File: config.mk
export PLATFORM = sky130hd
export DESIGN_NAME = veda_fetch_decode
export DESIGN_NICKNAME = d
export VERILOG_FILES = /design/src/rtl/veda_fetch_decode.sv
export SDC_FILE = /design/constraint.sdc
export NUM_CORES = 1
export LEC_CHECK = 0
export CORE_AREA = 2 2 108 110
export CTS_CLUSTER_DIAMETER = 40
export DETAILED_ROUTE_END_ITERATION = 8
export DIE_AREA = 0 0 110 112
export DONT_BUFFER_PORTS = 1
export PLACE_DENSITY = 0.89
export SKIP_LAST_GASP = 1
export SLEW_MARGIN = 40
export SYNTH_ARGS = -nofsm -noshare
export SYNTH_HDL_FRONTEND = slang
export SYNTH_SLANG_ARGS = --single-unit
File: constraint.sdc
create_clock -name clk -period 4.3 [get_ports clk]
set_clock_uncertainty 0.2 [all_clocks]
set_input_delay 0.86 -clock clk [delete_from_list [all_inputs] [get_ports clk]]
set_output_delay 0.86 -clock clk [all_outputs]
set_load 0.01 [all_outputs]
File: src/rtl/veda_fetch_decode.sv
// Multi-cycle fetch/decode/execute/writeback sequencer for a MIPS-like core.
// Each instruction takes FETCH, DECODE, EXECUTE and WRITEBACK, with one cycle each when memory acks at once.
module veda_fetch_decode #(
    parameter logic [5:0] HALT_OP = 6'h3F
) (
    input  logic        clk,
    input  logic        rst_n,
    input  logic        start,
    output logic        imem_req,
    output logic [31:0] imem_addr,
    input  logic        imem_ack,
    input  logic [31:0] imem_rdata,
    output logic [4:0]  rs,
    output logic [4:0]  rt,
    output logic [4:0]  rd,
    output logic [15:0] imm,
    output logic [5:0]  opcode,
    output logic [5:0]  funct,
    output logic        write_enable,
    output logic        instruction_check,
    input  logic        alu_zero,
    output logic        busy,
    output logic        halted,
    output logic [31:0] instr_count
);

    localparam logic [5:0] OP_RTYPE = 6'h00;
    localparam logic [5:0] OP_J     = 6'h02;
    localparam logic [5:0] OP_BEQ   = 6'h04;
    localparam logic [5:0] OP_ADDI  = 6'h08;
    localparam logic [5:0] OP_ANDI  = 6'h0C;
    localparam logic [5:0] OP_ORI   = 6'h0D;

    typedef enum logic [2:0] {
        S_IDLE,
        S_FETCH,
        S_DECODE,
        S_EXECUTE,
        S_WRITEBACK,
        S_HALT
    } state_t;

    state_t      state_reg, state_next;
    logic [31:0] pc_reg, pc_next;
    logic [31:0] ir_reg, ir_next;
    logic [31:0] count_reg, count_next;
    logic        zero_reg, zero_next;

    logic [31:0] imm_sext;
    logic [31:0] branch_target;
    logic [31:0] jump_target;
    logic [31:0] pc_plus1;
    logic        is_write_op;
    logic [4:0]  dest_idx;

    // Field outputs come straight from the instruction register, so they only change on an acked fetch.
    assign opcode = ir_reg[31:26];
    assign rs     = ir_reg[25:21];
    assign rt     = ir_reg[20:16];
    assign rd     = ir_reg[15:11];
    assign funct  = ir_reg[5:0];
    assign imm    = ir_reg[15:0];

    assign imm_sext[15:0] = ir_reg[15:0];
    generate
        for (genvar gi = 16; gi < 32; gi++) begin : g_sext
            assign imm_sext[gi] = ir_reg[15];
        end
    endgenerate

    assign pc_plus1      = pc_reg + 32'd1;
    assign branch_target = pc_plus1 + imm_sext;
    assign jump_target   = {6'd0, ir_reg[25:0]};

    assign is_write_op = (opcode == OP_RTYPE) || (opcode == OP_ADDI) ||
                         (opcode == OP_ANDI)  || (opcode == OP_ORI);
    assign instruction_check = (opcode != OP_RTYPE);
    assign dest_idx = instruction_check ? rt : rd;

    assign imem_req     = (state_reg == S_FETCH);
    assign imem_addr    = pc_reg;
    assign busy         = (state_reg == S_FETCH) || (state_reg == S_DECODE) ||
                          (state_reg == S_EXECUTE) || (state_reg == S_WRITEBACK);
    assign halted       = (state_reg == S_HALT);
    assign instr_count  = count_reg;
    // Writes to register 0 are suppressed so $0 stays hard-wired to zero.
    assign write_enable = (state_reg == S_WRITEBACK) && is_write_op && (dest_idx != 5'd0);

    always_ff @(posedge clk or negedge rst_n) begin
        if (!rst_n) begin
            state_reg <= S_IDLE;
            pc_reg    <= 32'd0;
            ir_reg    <= 32'd0;
            count_reg <= 32'd0;
            zero_reg  <= 1'b0;
        end else begin
            state_reg <= state_next;
            pc_reg    <= pc_next;
            ir_reg    <= ir_next;
            count_reg <= count_next;
            zero_reg  <= zero_next;
        end
    end

    always_comb begin
        state_next = state_reg;
        pc_next    = pc_reg;
        ir_next    = ir_reg;
        count_next = count_reg;
        zero_next  = zero_reg;
        case (state_reg)
            S_IDLE: begin
                if (start) begin
                    state_next = S_FETCH;
                    pc_next    = 32'd0;
                end
            end
            S_FETCH: begin
                if (imem_ack) begin
                    ir_next    = imem_rdata;
                    state_next = S_DECODE;
                end
            end
            S_DECODE: begin
                state_next = (opcode == HALT_OP) ? S_HALT : S_EXECUTE;
            end
            S_EXECUTE: begin
                zero_next  = alu_zero;
                state_next = S_WRITEBACK;
            end
            S_WRITEBACK: begin
                if (opcode == OP_BEQ && zero_reg) begin
                    pc_next = branch_target;
                end else if (opcode == OP_J) begin
                    pc_next = jump_target;
                end else begin
                    pc_next = pc_plus1;
                end
                count_next = count_reg + 32'd1;
                state_next = S_FETCH;
            end
            S_HALT: begin
                state_next = S_HALT;
            end
            default: begin
                state_next = S_IDLE;
            end
        endcase
    end

endmodule

# Word level (Yosys, flattened, before mapping)

Cells that the tools add are included.
Widths: inputs -> output; s select.

Logic and storage cells: 47
Output and inout bits: 112
Register bits: 100
Bits of input ports: 37

$add $sub $neg: 3
Muxes and demuxes: 9
Reductions and logical operators: 17
Equality and inequality tests: 13

Operators with widths:

| operator              | count |
|---|---|
| $mux 32               | 3 |
| $add 32x1->32 const B | 2 |
| $pmux 32 s2           | 1 |
| $add 32x32->32        | 1 |
| $eq 6x4->1 const B    | 3 |
| $pmux 3 s6            | 1 |
| $mux 3                | 3 |
| $eq 3x2->1 const B    | 2 |
| $eq 3x3->1 const B    | 2 |
| $eq 6x2->1 const B    | 1 |
| $eq 6x3->1 const B    | 1 |
| $eq 6x6->1 const B    | 1 |
| $logic_not 6->1       | 1 |
| $logic_or 1x1->1      | 6 |
| $reduce_and 2->1      | 3 |
| $reduce_bool 6->1     | 1 |
| $mux 5                | 1 |
| $reduce_bool 5->1     | 1 |
| $eq 3x1->1 const B    | 1 |
| $logic_and 1x1->1     | 3 |
| $logic_not 3->1       | 1 |
| $ne 2x1->1 const B    | 1 |
| $ne 2x2->1 const B    | 1 |
| $reduce_bool 2->1     | 1 |

# Depth between registers and ports, before layout

Gate-level depths: netlist (run 1).

Word-level depth: 6
Gate-level depth with buffers: 15

# Worst setup path before layout (run 1)

Ideal clock, no wire load.

Kind: register to register
Start: reg pc_reg[2] (netlist: imem_addr[2])
End: reg pc_reg[31] (netlist: imem_addr[31])
Cell stages (with the launch flop): 16
Data arrival time: 3.369 ns
Data required time: 3.965 ns
Path slack: 0.597 ns
Cell sequence: dfrtp_1 -> nand4_4 -> nor3_4 -> and4_4 -> nor3b_4 -> nand3_2 -> xnor2_1 -> ha_1 -> a21o_1 -> a211o_1 -> a41oi_1 -> nand3_1 -> o21ai_0 -> xnor2_1 -> mux2i_1 -> a21oi_1

Word-level cells in the longest chain between the ends: 4

RTL lines:

| item                                      | line    | text |
|---|---|---|
| start: declaration                        | 44      | `logic [31:0] pc_reg, pc_next;` |
| start signal: assignment                  | 98      | `pc_reg <= pc_next;` |
| $add 32x1->32 (*)                         | 71      | `assign pc_plus1 = pc_reg + 32'd1;` |
| $add 32x32->32 or $mux 32 (tied branches) | 72, 134 |  |
| $mux 32 (*)                               | 132     | `if (opcode == OP_BEQ && zero_reg) begin` |
| $pmux 32 s2 (*)                           | 111     | `case (state_reg)` |

Every way passes the cells marked *; elsewhere a longest branch is shown, timed or not.
A chain may end at the register's enable or synchronous reset.

# Worst setup path after layout (run 1)

Start: reg pc_reg[4] (netlist: imem_addr[4])
End: reg pc_reg[31] (netlist: imem_addr[31])

Same word-level chain as after synthesis.

==> summary.txt, run 1 <==
Pwr
  – Flop pwr share: 0.374
  – Combinational Power Share: 0.449
  – Clock share of power: 0.177
  – Lkg Pwr: 3.428 nW
  – Maximum vdd ir drop: 0.5157 mV
  – PD cells: approximately 640 nW/µm²
  – Power Internal: 2.559 mW
  – Net Switching: ~2.3 mW
  – Switch share: 0.4720
  – Power consumption: 4.846 mW

Die
  – FP Rows: 39
  – Io pins: 149
  – Die Ht: 112 µm
  – Placeable Area: ~11,000 µm²
  – Die ar.: 12,320 µm²
  – Starting Density: 0.6398
  – Die Wd: around 110 µm

Global routing
  – Global-route wire length before repair: roughly 33 mm
  – Met1 global-route usage: 0.4219
  – Global Route met2 Usage: 0.5701
  – Vias in the first global route: 6,352
  – Total gr overflow: 0
  – Grt peak-use layer: met2
  – Grt met3 use: 0.1001
  – Largest net degree at the start of global routing: 101
  – Total track usage: 0.3500
  – Initial antenna violation count: 0

CTS
  – Clock buffer depth: 2
  – Clk slew on worst S/H paths: 0.07 ns
  – CTS buffer count: 9
  – CTS sink cnt: 100
  – TritonCTS clock tree: yes
  – Post-CTS Setup Bufs: 0
  – H-tree Lvls: 3
  – Worst-Skew Late Latency: 0.37 ns
  – CTS root buffer: clkbuf_16

STA
  – Unrepaired setup endpoints after global routing: true
  – Min cycle time layout: 4.203 ns
  – Hold Slack: 0.2063 ns
  – Max Fclk: ~0.24 GHz
  – Slew headroom: 0.4447
  – Final setup fails: 0
  – Final Max Slew Viols: 0
  – Final period utilization: 0.9774
  – Worst slew pin tran: 0.8305 ns
  – Endpoints failing hold: 0

Setup path
  – Critical Path Stages: 15
  – Reg2reg start: imem_addr[4]
  – Cells on worst reg2reg path: 15
  – Worst endpoint required time: 4.33 ns
  – R2R setup slack: 0.1 ns
  – Critical Path End Type: flop
  – Count of buffer and inverter cells on the critical path: 0
  – Cell repeated most along the worst path: xnor2_1
  – CP cell instances: nand4_4 > nor3_4 > and4_4 > nor3b_4 > nand3_2 > xnor2_1 > ha_1 > a21o_1 > a211o_1 > a41oi_1 > nand3_1 > o21ai_0 > xnor2_1 > mux2i_1 > a21oi_1
  – Crit-path leading delay family: simple AND/OR/NAND/NOR gates
  – Maximum fanout along the worst path: 8
  – CP max-delay cell: dfrtp_1
  – Setup CP Type: flop to flop
  – FF-to-FF End: imem_addr[31]
  – CP max stage delay: roughly 0.53 ns
  – Worst setup SP type: flop
  – Critical Path AT: 4.23 ns

Detailed routing
  – Final ANT Viol Nets: 0
  – WL final: 21.37 mm
  – DRC viols: 0
  – Avg WL per Cell: 22.83 µm
  – DR iter-0 viols: approximately 740
  – Via count: around 6,400
  – Vias per inst: 6.853
  – Total iterations of the first detailed-routing run: 6

Synthesis
  – Synth Warn #: 0
  – Top FF cell, synth: dfrtp_1
  – Syn Std Cell Area: 7149 µm²
  – Synth Register Bits: 100
  – Seq/Total Area, Yosys: 0.3500
  – Library cells used by synthesis: 70
  – Top cells by area, synth: dfrtp_1, xnor2_1, ha_1
  – Top cell type's share of synthesized area: 0.3500
  – Post-synth top area cell: dfrtp_1
  – Post-synth EDFFs: 0
  – FFs w/ async S/R, synth: 1.000
  – Synth Net Count: 877
  – Syn Inst Count: 800
  – Post-Syn Area per Cell: 8.937 µm²

Finish
  – Fillers: 863
  – Commonest non-fill, non-tap cell in the layout: dfrtp_1
  – Area Growth Syn to Fin: 6.405%
  – Most frequent cells in the layout: dfrtp_1, nand2_1, a21oi_1
  – ANT cells: 0
  – Design Area, Final: 7607 µm²
  – Nets: roughly 870
  – Share of cells above drive strength 1: 0.1122

Place
  – Buffers added on ports: 0
  – Placer Congestion: around 0.98
  – Dpl hpwl: about 15 mm
  – Post-placement cell area: 7272 µm²

Min path
  – Hold crit path type: primary input to asynchronous set/reset pin

Flow run
  – Max-Cap Viols: 0

Run status
  – Status: completed
power by group through the flow:
stage               clock [mW]  sequential, mW  combinational, mW
floorplan                    0            1.61               1.73
global placement             0            1.79               1.99
detailed placement           0            1.81               2.07
CTS                      0.856            1.80               2.13
global route             0.896            1.85               2.37
finish                   0.857            1.81               2.18
routing by layer:
metal,up-vias,routed length (µm)
met5,-,0
met1,3087,8114
met2,390,10260
met4,0,944
met3,86,2053
li1,2851,-
stage by stage:
step	worst slack (ns)	util	TNS (ns)	cells
finish	0.09705	0.6808	0	936
global route	-0.09775	0.6808	-0.09775	936
CTS	0.1239	0.6802	0	936
detailed placement	0.1175	0.6508	0	919
global placement	0.3055	0.6501	0	919
floorplan	0.5967	-	0	800
worst register-to-register path, delay by kind of cell (launching register included):
family / cells / cell delay (ns)
AND/OR/NAND/NOR: 6 / 1.25
flip-flops: 1 / 0.53
XOR/XNOR: 2 / 0.34
AO/OA/AOI/OAI: 5 / 1.15
adder cells (fa/ha/maj): 1 / 0.37
multiplexers: 1 / 0.22
logic make-up (layout without fill, tap and decap cells):
kind of cell / count (synthesis) / after routing / synth area share
multiplexers: 41 / 41 / 0.06318
adder cells (fa/ha/maj): 40 / 40 / 0.07105
buffers and inverters: 60 / 53 / 0.03938
AO/OA/AOI/OAI: 207 / 207 / 0.1806
flip-flops: 100 / 100 / 0.3500
XOR/XNOR: 87 / 87 / 0.1066
AND/OR/NAND/NOR: 265 / 265 / 0.1892
layout make-up:
class                           count  area, µm²  area share
Clock buffer                       10      229.0     0.03010
Clock inverter                      6      72.57    0.009539
Inverter                           15      56.30    0.007401
Multi-Input combinational cell    640       4382      0.5760
Sequential cell                   100       2504      0.3291
Tap cell                          143      178.9     0.02352
Timing Repair Buffer               22      185.2     0.02434
worst max path at each step:
stage | from | end
floorplan | imem_addr[2] | imem_addr[31]
CTS | imem_addr[3] | imem_addr[31]
global placement | imem_addr[3] | imem_addr[31]
global route | imem_addr[4] | imem_addr[31]
finish | imem_addr[4] | imem_addr[31]
detailed placement | imem_addr[3] | imem_addr[31]
cell usage after synthesis (7+ instances only):
| library cell | number |
|---|---|
| mux2i_1 | 8 |
| buf_4 | 11 |
| a31oi_1 | 10 |
| clkbuf_1 | 29 |
| nor2_1 | 53 |
| nand3_1 | 40 |
| xnor2_1 | 63 |
| ha_1 | 39 |
| nand4_1 | 11 |
| a21oi_1 | 66 |
| inv_1 | 15 |
| o21ai_0 | 56 |
| xor2_1 | 24 |
| mux2_2 | 33 |
| o211ai_1 | 7 |
| and3_1 | 16 |
| nand2_1 | 79 |
| and2_1 | 8 |
| nor3_1 | 17 |
| dfrtp_1 | 100 |
| a21o_1 | 15 |
what timing repair did:
item	in CTS	in global routing
hold endpoints to repair	100	0
endpoints found under the setup margin	0	3
hold buffers	1	0
gates resized for setup	0	2
No activity file was read; power rests on OpenSTA's default activity.
==> run 2: changes to the inputs <==
--- a/config.mk
+++ b/config.mk
@@ -10,7 +10,7 @@
 export DETAILED_ROUTE_END_ITERATION = 8
 export DIE_AREA = 0 0 110 112
 export DONT_BUFFER_PORTS = 1
-export PLACE_DENSITY = 0.89
+export PLACE_DENSITY = 0.8
 export SKIP_LAST_GASP = 1
 export SLEW_MARGIN = 40
 export SYNTH_ARGS = -nofsm -noshare
==> run 2 against run 1 <==
  * Setup slack improved by 0.12 ns
  * Global-route usage fell by 0.95 points
  * Clock power fell by 4.4%
  * Critical path type unchanged
  * Critical endpoint unchanged
  * Largest cell class unchanged
  * Largest power group unchanged
==> summary.txt, run 2 (synthesis results as in run 1) <==
Global routing
  – Largest net degree at the start of global routing: 101
  – Vias in the first global route: about 6,200
  – Initial antenna violation count: 0
  – Total track usage: 0.3404
  – Global-route wire length before repair: 32.10 mm
  – Total gr overflow: 0

CTS
  – H-tree Lvls: 3
  – CTS root buffer: clkbuf_16
  – CTS sink cnt: 100
  – Worst-Skew Late Latency: 0.36 ns
  – Post-CTS Setup Bufs: 0
  – CTS buffer count: 9
  – TritonCTS clock tree: yes
  – Clock buffer depth: 2
  – Clk slew on worst S/H paths: 0.07 ns

STA
  – Hold Slack: 0.2184 ns
  – Final period utilization: 0.9484
  – Slew headroom: 0.4945
  – Max Fclk: 0.2452 GHz
  – Final Max Slew Viols: 0
  – Setup WS post-layout: roughly 0.22 ns
  – Final setup fails: 0
  – Endpoints failing hold: 0
  – Worst slew pin tran: ~0.76 ns
  – Min cycle time layout: 4.078 ns
  – Final TNS setup: 0 ns

Setup path
  – Setup CP Type: flop to flop
  – Worst Setup SP: imem_addr[9]
  – Reg2reg start: imem_addr[9]
  – Worst endpoint required time: 4.32 ns
  – Worst setup SP type: flop
  – Maximum fanout along the worst path: 8
  – Critical Path End Type: flop
  – Critical Path AT: 4.10 ns
  – R2R setup slack: 0.22 ns

Min path
  – Hold crit path type: primary input to asynchronous set/reset pin

Pwr
  – Power Internal: 2.542 mW
  – Lkg Pwr: 3.408 nW
  – Flop pwr share: 0.375
  – Maximum vdd ir drop: 0.5061 mV
  – Switch share: 0.4689
  – Power consumption: 4.787 mW
  – PD cells: 628.4 nW/µm²
  – Net Switching: 2.245 mW
  – Combinational Power Share: 0.454
  – Clock share of power: 0.171

Place
  – Buffers added on ports: 0
  – Dpl hpwl: around 15 mm
  – Post-placement cell area: between 7000 and 8000 µm²
  – Placer Congestion: 1.036
  – Placed insts: 920
  – DP Worst Slack: approximately 0.21 ns

Die
  – Starting Density: 0.6398
  – Io pins: 149
  – Die Ht: roughly 110 µm
  – Die ar.: 12,320 µm²
  – FP Rows: 39
  – Die Wd: 110 µm
  – Placeable Area: between 10,000 and 15,000 µm²

Detailed routing
  – DR iter-0 viols: 684
  – Via count: 6,228
  – DRC viols: 0
  – WL final: 20.59 mm
  – Total iterations of the first detailed-routing run: 6
  – Final ANT Viol Nets: 0
  – Vias per inst: 6.647
  – Avg WL per Cell: ~22 µm

Flow run
  – Max-Cap Viols: 0

Finish
  – Non-Filler Instances: 937
  – ANT cells: 0
  – Design Area, Final: 7617 µm²
  – Area Growth Syn to Fin: 6.545%
  – Commonest non-fill, non-tap cell in the layout: dfrtp_1
  – Share of cells above drive strength 1: 0.1247
  – Fillers: 874
  – Nets: about 870
  – Finished Core Util: 0.6817
  – Most frequent cells in the layout: dfrtp_1, nand2_1, a21oi_1

Run status
  – Status: completed
[run 2: changes by cell type in the layout (fill, tap and decap cells not counted), moves of 2 or more]
cell and delta:
dfrtp_1 -7, clkinv_4 -2, dfrtp_2 +7, clkinvlp_4 +3
[run 2: cell type report]
type	count	area, µm²	share of cell area
Tap cell	143	178.9	0.02349
Timing Repair Buffer	23	192.7	0.02530
Clock buffer	10	239.0	0.03137
Multi-Input combinational cell	640	4384	0.5756
Sequential cell	100	2512	0.3298
Inverter	15	56.30	0.007392
Clock inverter	6	53.80	0.007063
[run 2: path summary, 6_finish.rpt]
check                                  endpoint  cells after the start
worst max register to register    imem_addr[31]                     15
worst min-delay path              imem_addr[30]                      1
max in group asynchronous          imem_addr[7]                      1
worst max-delay path              imem_addr[31]                     15
min in group clk                instr_count[31]                      1
worst min register to register  instr_count[31]                      1
[run 2: routing by layer]
metal	global-route usage	vias up	wire length, µm
met2	0.5346	289	9824
met1	0.4381	3019	8268
met3	0.08255	61	1795
met4	0.1620	0	699
met5	0	-	0
li1	-	2859	-
[run 2: what timing repair did]
action,4_1_cts,5_1_grt
hold endpoints to repair,100,0
hold buffers,1,0
setup endpoints to repair,0,1
resized for setup,0,8
[run 2: power groups by stage]
stage / Sequential (mW) / Clock, mW / Combinational [mW]
2_1_floorplan: 1.61 / 0 / 1.73
3_3_place_gp: 1.79 / 0 / 2.04
6_report: 1.80 / 0.819 / 2.17
4_1_cts: 1.79 / 0.828 / 2.14
5_1_grt: 1.84 / 0.864 / 2.39
3_5_place_dp: 1.80 / 0 / 2.10
[run 2: worst max-delay path, stage by stage (launching register included)]
cell	delay, ns
dfrtp_1	0.49
nand4_2	0.24
nor2_1	0.21
and4_4	0.29
nor3b_4	0.27
nand3_2	0.15
xnor2_1	0.17
ha_1	0.37
a21o_1	0.21
a211o_1	0.31
a41oi_1	0.21
nand3_1	0.10
o21ai_0	0.25
xnor2_1	0.18
mux2i_1	0.21
a21oi_1	0.08
==> run 3: changes to the inputs <==
--- a/config.mk
+++ b/config.mk
@@ -5,12 +5,11 @@
 export SDC_FILE = /design/constraint.sdc
 export NUM_CORES = 1
 export LEC_CHECK = 0
-export CORE_AREA = 2 2 108 110
+export CORE_AREA = 2 2 137 139
 export CTS_CLUSTER_DIAMETER = 40
 export DETAILED_ROUTE_END_ITERATION = 8
-export DIE_AREA = 0 0 110 112
+export DIE_AREA = 0 0 139 141
 export DONT_BUFFER_PORTS = 1
-export PLACE_DENSITY = 0.8
 export SKIP_LAST_GASP = 1
 export SLEW_MARGIN = 40
 export SYNTH_ARGS = -nofsm -noshare
==> run 3 against run 2 <==
  * Sequential cell count did not move
  * Count of clock-buffer cells in the layout did not move
  * Fmax rose by 2.3%
  * Global-route usage fell by 13 points
  * Die area rose by 59%
  * Critical endpoint unchanged
  * Largest cell class unchanged
  * Largest power group unchanged
  * Highest routed layer unchanged
==> summary.txt, run 3 (synthesis results as in run 1) <==
Setup path
  – Cells on worst reg2reg path: 15
  – Critical Path End Type: flop
  – FF-to-FF End: imem_addr[31]
  – Critical Path AT: 4.00 ns
  – R2R setup slack: 0.31 ns
  – Worst endpoint required time: 4.31 ns
  – Cell repeated most along the worst path: xnor2_1
  – Count of buffer and inverter cells on the critical path: 0
  – CP cell instances: nand2_1 > nor2_1 > and4_4 > nor3b_4 > nand3_2 > xnor2_1 > ha_1 > a21o_1 > a211o_1 > a41oi_1 > nand3_1 > o21ai_1 > xnor2_1 > mux2i_1 > a21oi_1
  – Crit-path leading delay family: simple AND/OR/NAND/NOR gates
  – CP max-delay cell: dfrtp_1
  – Reg2reg start: imem_addr[14]
  – CP max stage delay: 0.49 ns
  – Worst setup SP type: flop
  – Maximum fanout along the worst path: 8
  – Setup CP Type: flop to flop

STA
  – Min cycle time layout: 3.988 ns
  – Final Max Slew Viols: 0
  – Worst slew pin tran: 0.8598 ns
  – Max Fclk: 0.2507 GHz
  – Endpoints failing hold: 0
  – Final period utilization: 0.9275
  – Final setup fails: 0
  – Final TNS setup: 0 ns
  – Hold Slack: 0.1281 ns
  – Unrepaired setup endpoints after global routing: false
  – Slew headroom: 0.4247

Finish
  – Nets: 878
  – Area Growth Syn to Fin: 10.13%
  – Commonest non-fill, non-tap cell in the layout: dfrtp_1
  – Finished Core Util: 0.4310
  – Fillers: between 1,500 and 2,000
  – Most frequent cells in the layout: dfrtp_1, nand2_1, a21oi_1
  – Share of cells above drive strength 1: 0.1303
  – Area of the multi-input gates: roughly 4400 µm²
  – Register area: 2507 µm²

Die
  – Die ar.: 19,600 µm²
  – Placeable Area: 18,270 µm²
  – Starting Density: 0.3914
  – Io pins: 149
  – Die Ht: 141 µm
  – FP Rows: 50
  – Die Wd: 139 µm

Detailed routing
  – Total iterations of the first detailed-routing run: 5
  – M1 WL: 9.076 mm
  – DRC viols: 0
  – DR WL met2: 9.782 mm
  – WL final: 21.22 mm
  – Avg WL per Cell: approximately 20 µm
  – Met3 wire length: between 1.5 and 2 mm
  – Vias per inst: 5.785
  – Final ANT Viol Nets: 0
  – Top sig layer: met4
  – Via count: 6,022
  – DR iter-0 viols: about 350

Global routing
  – Total track usage: 0.2122
  – Global-route wire length before repair: 32.95 mm
  – Initial antenna violation count: 1
  – Total gr overflow: 0
  – Largest net degree at the start of global routing: 74
  – Vias in the first global route: 5,793

Run status
  – Status: completed

CTS
  – CTS root buffer: clkbuf_16
  – Clk slew on worst S/H paths: 0.07 ns
  – TritonCTS clock tree: yes
  – CTS sink cnt: 100
  – CTS buffer count: 9
  – Worst-Skew Late Latency: around 0.35 ns
  – Clock buffer depth: 2
  – H-tree Lvls: 3

Flow run
  – Max-Cap Viols: 0

Place
  – Buffers added on ports: 0
  – Dpl hpwl: approximately 16 mm
  – Placer Congestion: 0.9730

Min path
  – Hold crit path type: primary input to asynchronous set/reset pin

Pwr
  – Maximum vdd ir drop: 0.3726 mV
  – Lkg Pwr: 3.516 nW
  – PD cells: slightly above 600 nW/µm²
  – Power consumption: between 4 and 5 mW
-- run 3: how the worst max path moves through the flow --
stage	start	to	cells after the start
2_1_floorplan	imem_addr[2]	imem_addr[31]	15
3_3_place_gp	imem_addr[5]	imem_addr[31]	15
3_5_place_dp	imem_addr[5]	imem_addr[31]	15
4_1_cts	imem_addr[5]	imem_addr[31]	15
5_1_grt	imem_addr[14]	imem_addr[31]	15
6_report	imem_addr[14]	imem_addr[31]	15
-- run 3: metal layers --
| metal | global-route usage | up-vias |
|---|---|---|
| met1 | 0.2769 | 2898 |
| met4 | 0.06805 | 0 |
| met2 | 0.3435 | 201 |
| li1 | - | 2878 |
| met5 | 0 | - |
| met3 | 0.05842 | 45 |
-- run 3: final cells by class --
cell class	count	share of cell area
antenna	1	0.0003178
clock buffer	10	0.02908
clock inverter	6	0.01112
inverter	15	0.007151
multi-input combinational	640	0.5551
sequential	100	0.3184
tap	234	0.03718
timing repair buffer	35	0.04163
-- run 3: timing repair --
action,in CTS,in global routing
hold buffers,1,2
hold endpoints to repair,28,41
gates resized for setup,0,4
buffers inserted,0,2
setup endpoints to repair,0,1
-- run 3: metrics by stage --
| stage | setup WS [ns] | cells | cell area (µm²) |
|---|---|---|---|
| 6_report | 0.3116 | 1041 | 7874 |
| 5_1_grt | 0.009203 | 1041 | 7874 |
| 4_1_cts | 0.1918 | 1036 | 7805 |
| 3_5_place_dp | 0.2040 | 1019 | 7468 |
| 3_3_place_gp | 0.2809 | 1018 | 7440 |
| 2_1_floorplan | 0.5967 | 800 | 7149 |
-- run 3: report_power, final --
part | internal (mW) | switching [mW]
Sequential | 1.19 | 0.582
Combinational | 0.953 | 1.26
Clock | 0.512 | 0.372
-- run 3: worst register-to-register path, delay by kind of cell (launching register included) --
kind	cells	cell delay, ns
flops	1	0.49
compound gates	5	1.05
mux	1	0.20
xor+xnor	2	0.33
fa+ha+maj	1	0.37
simple gates	6	1.21
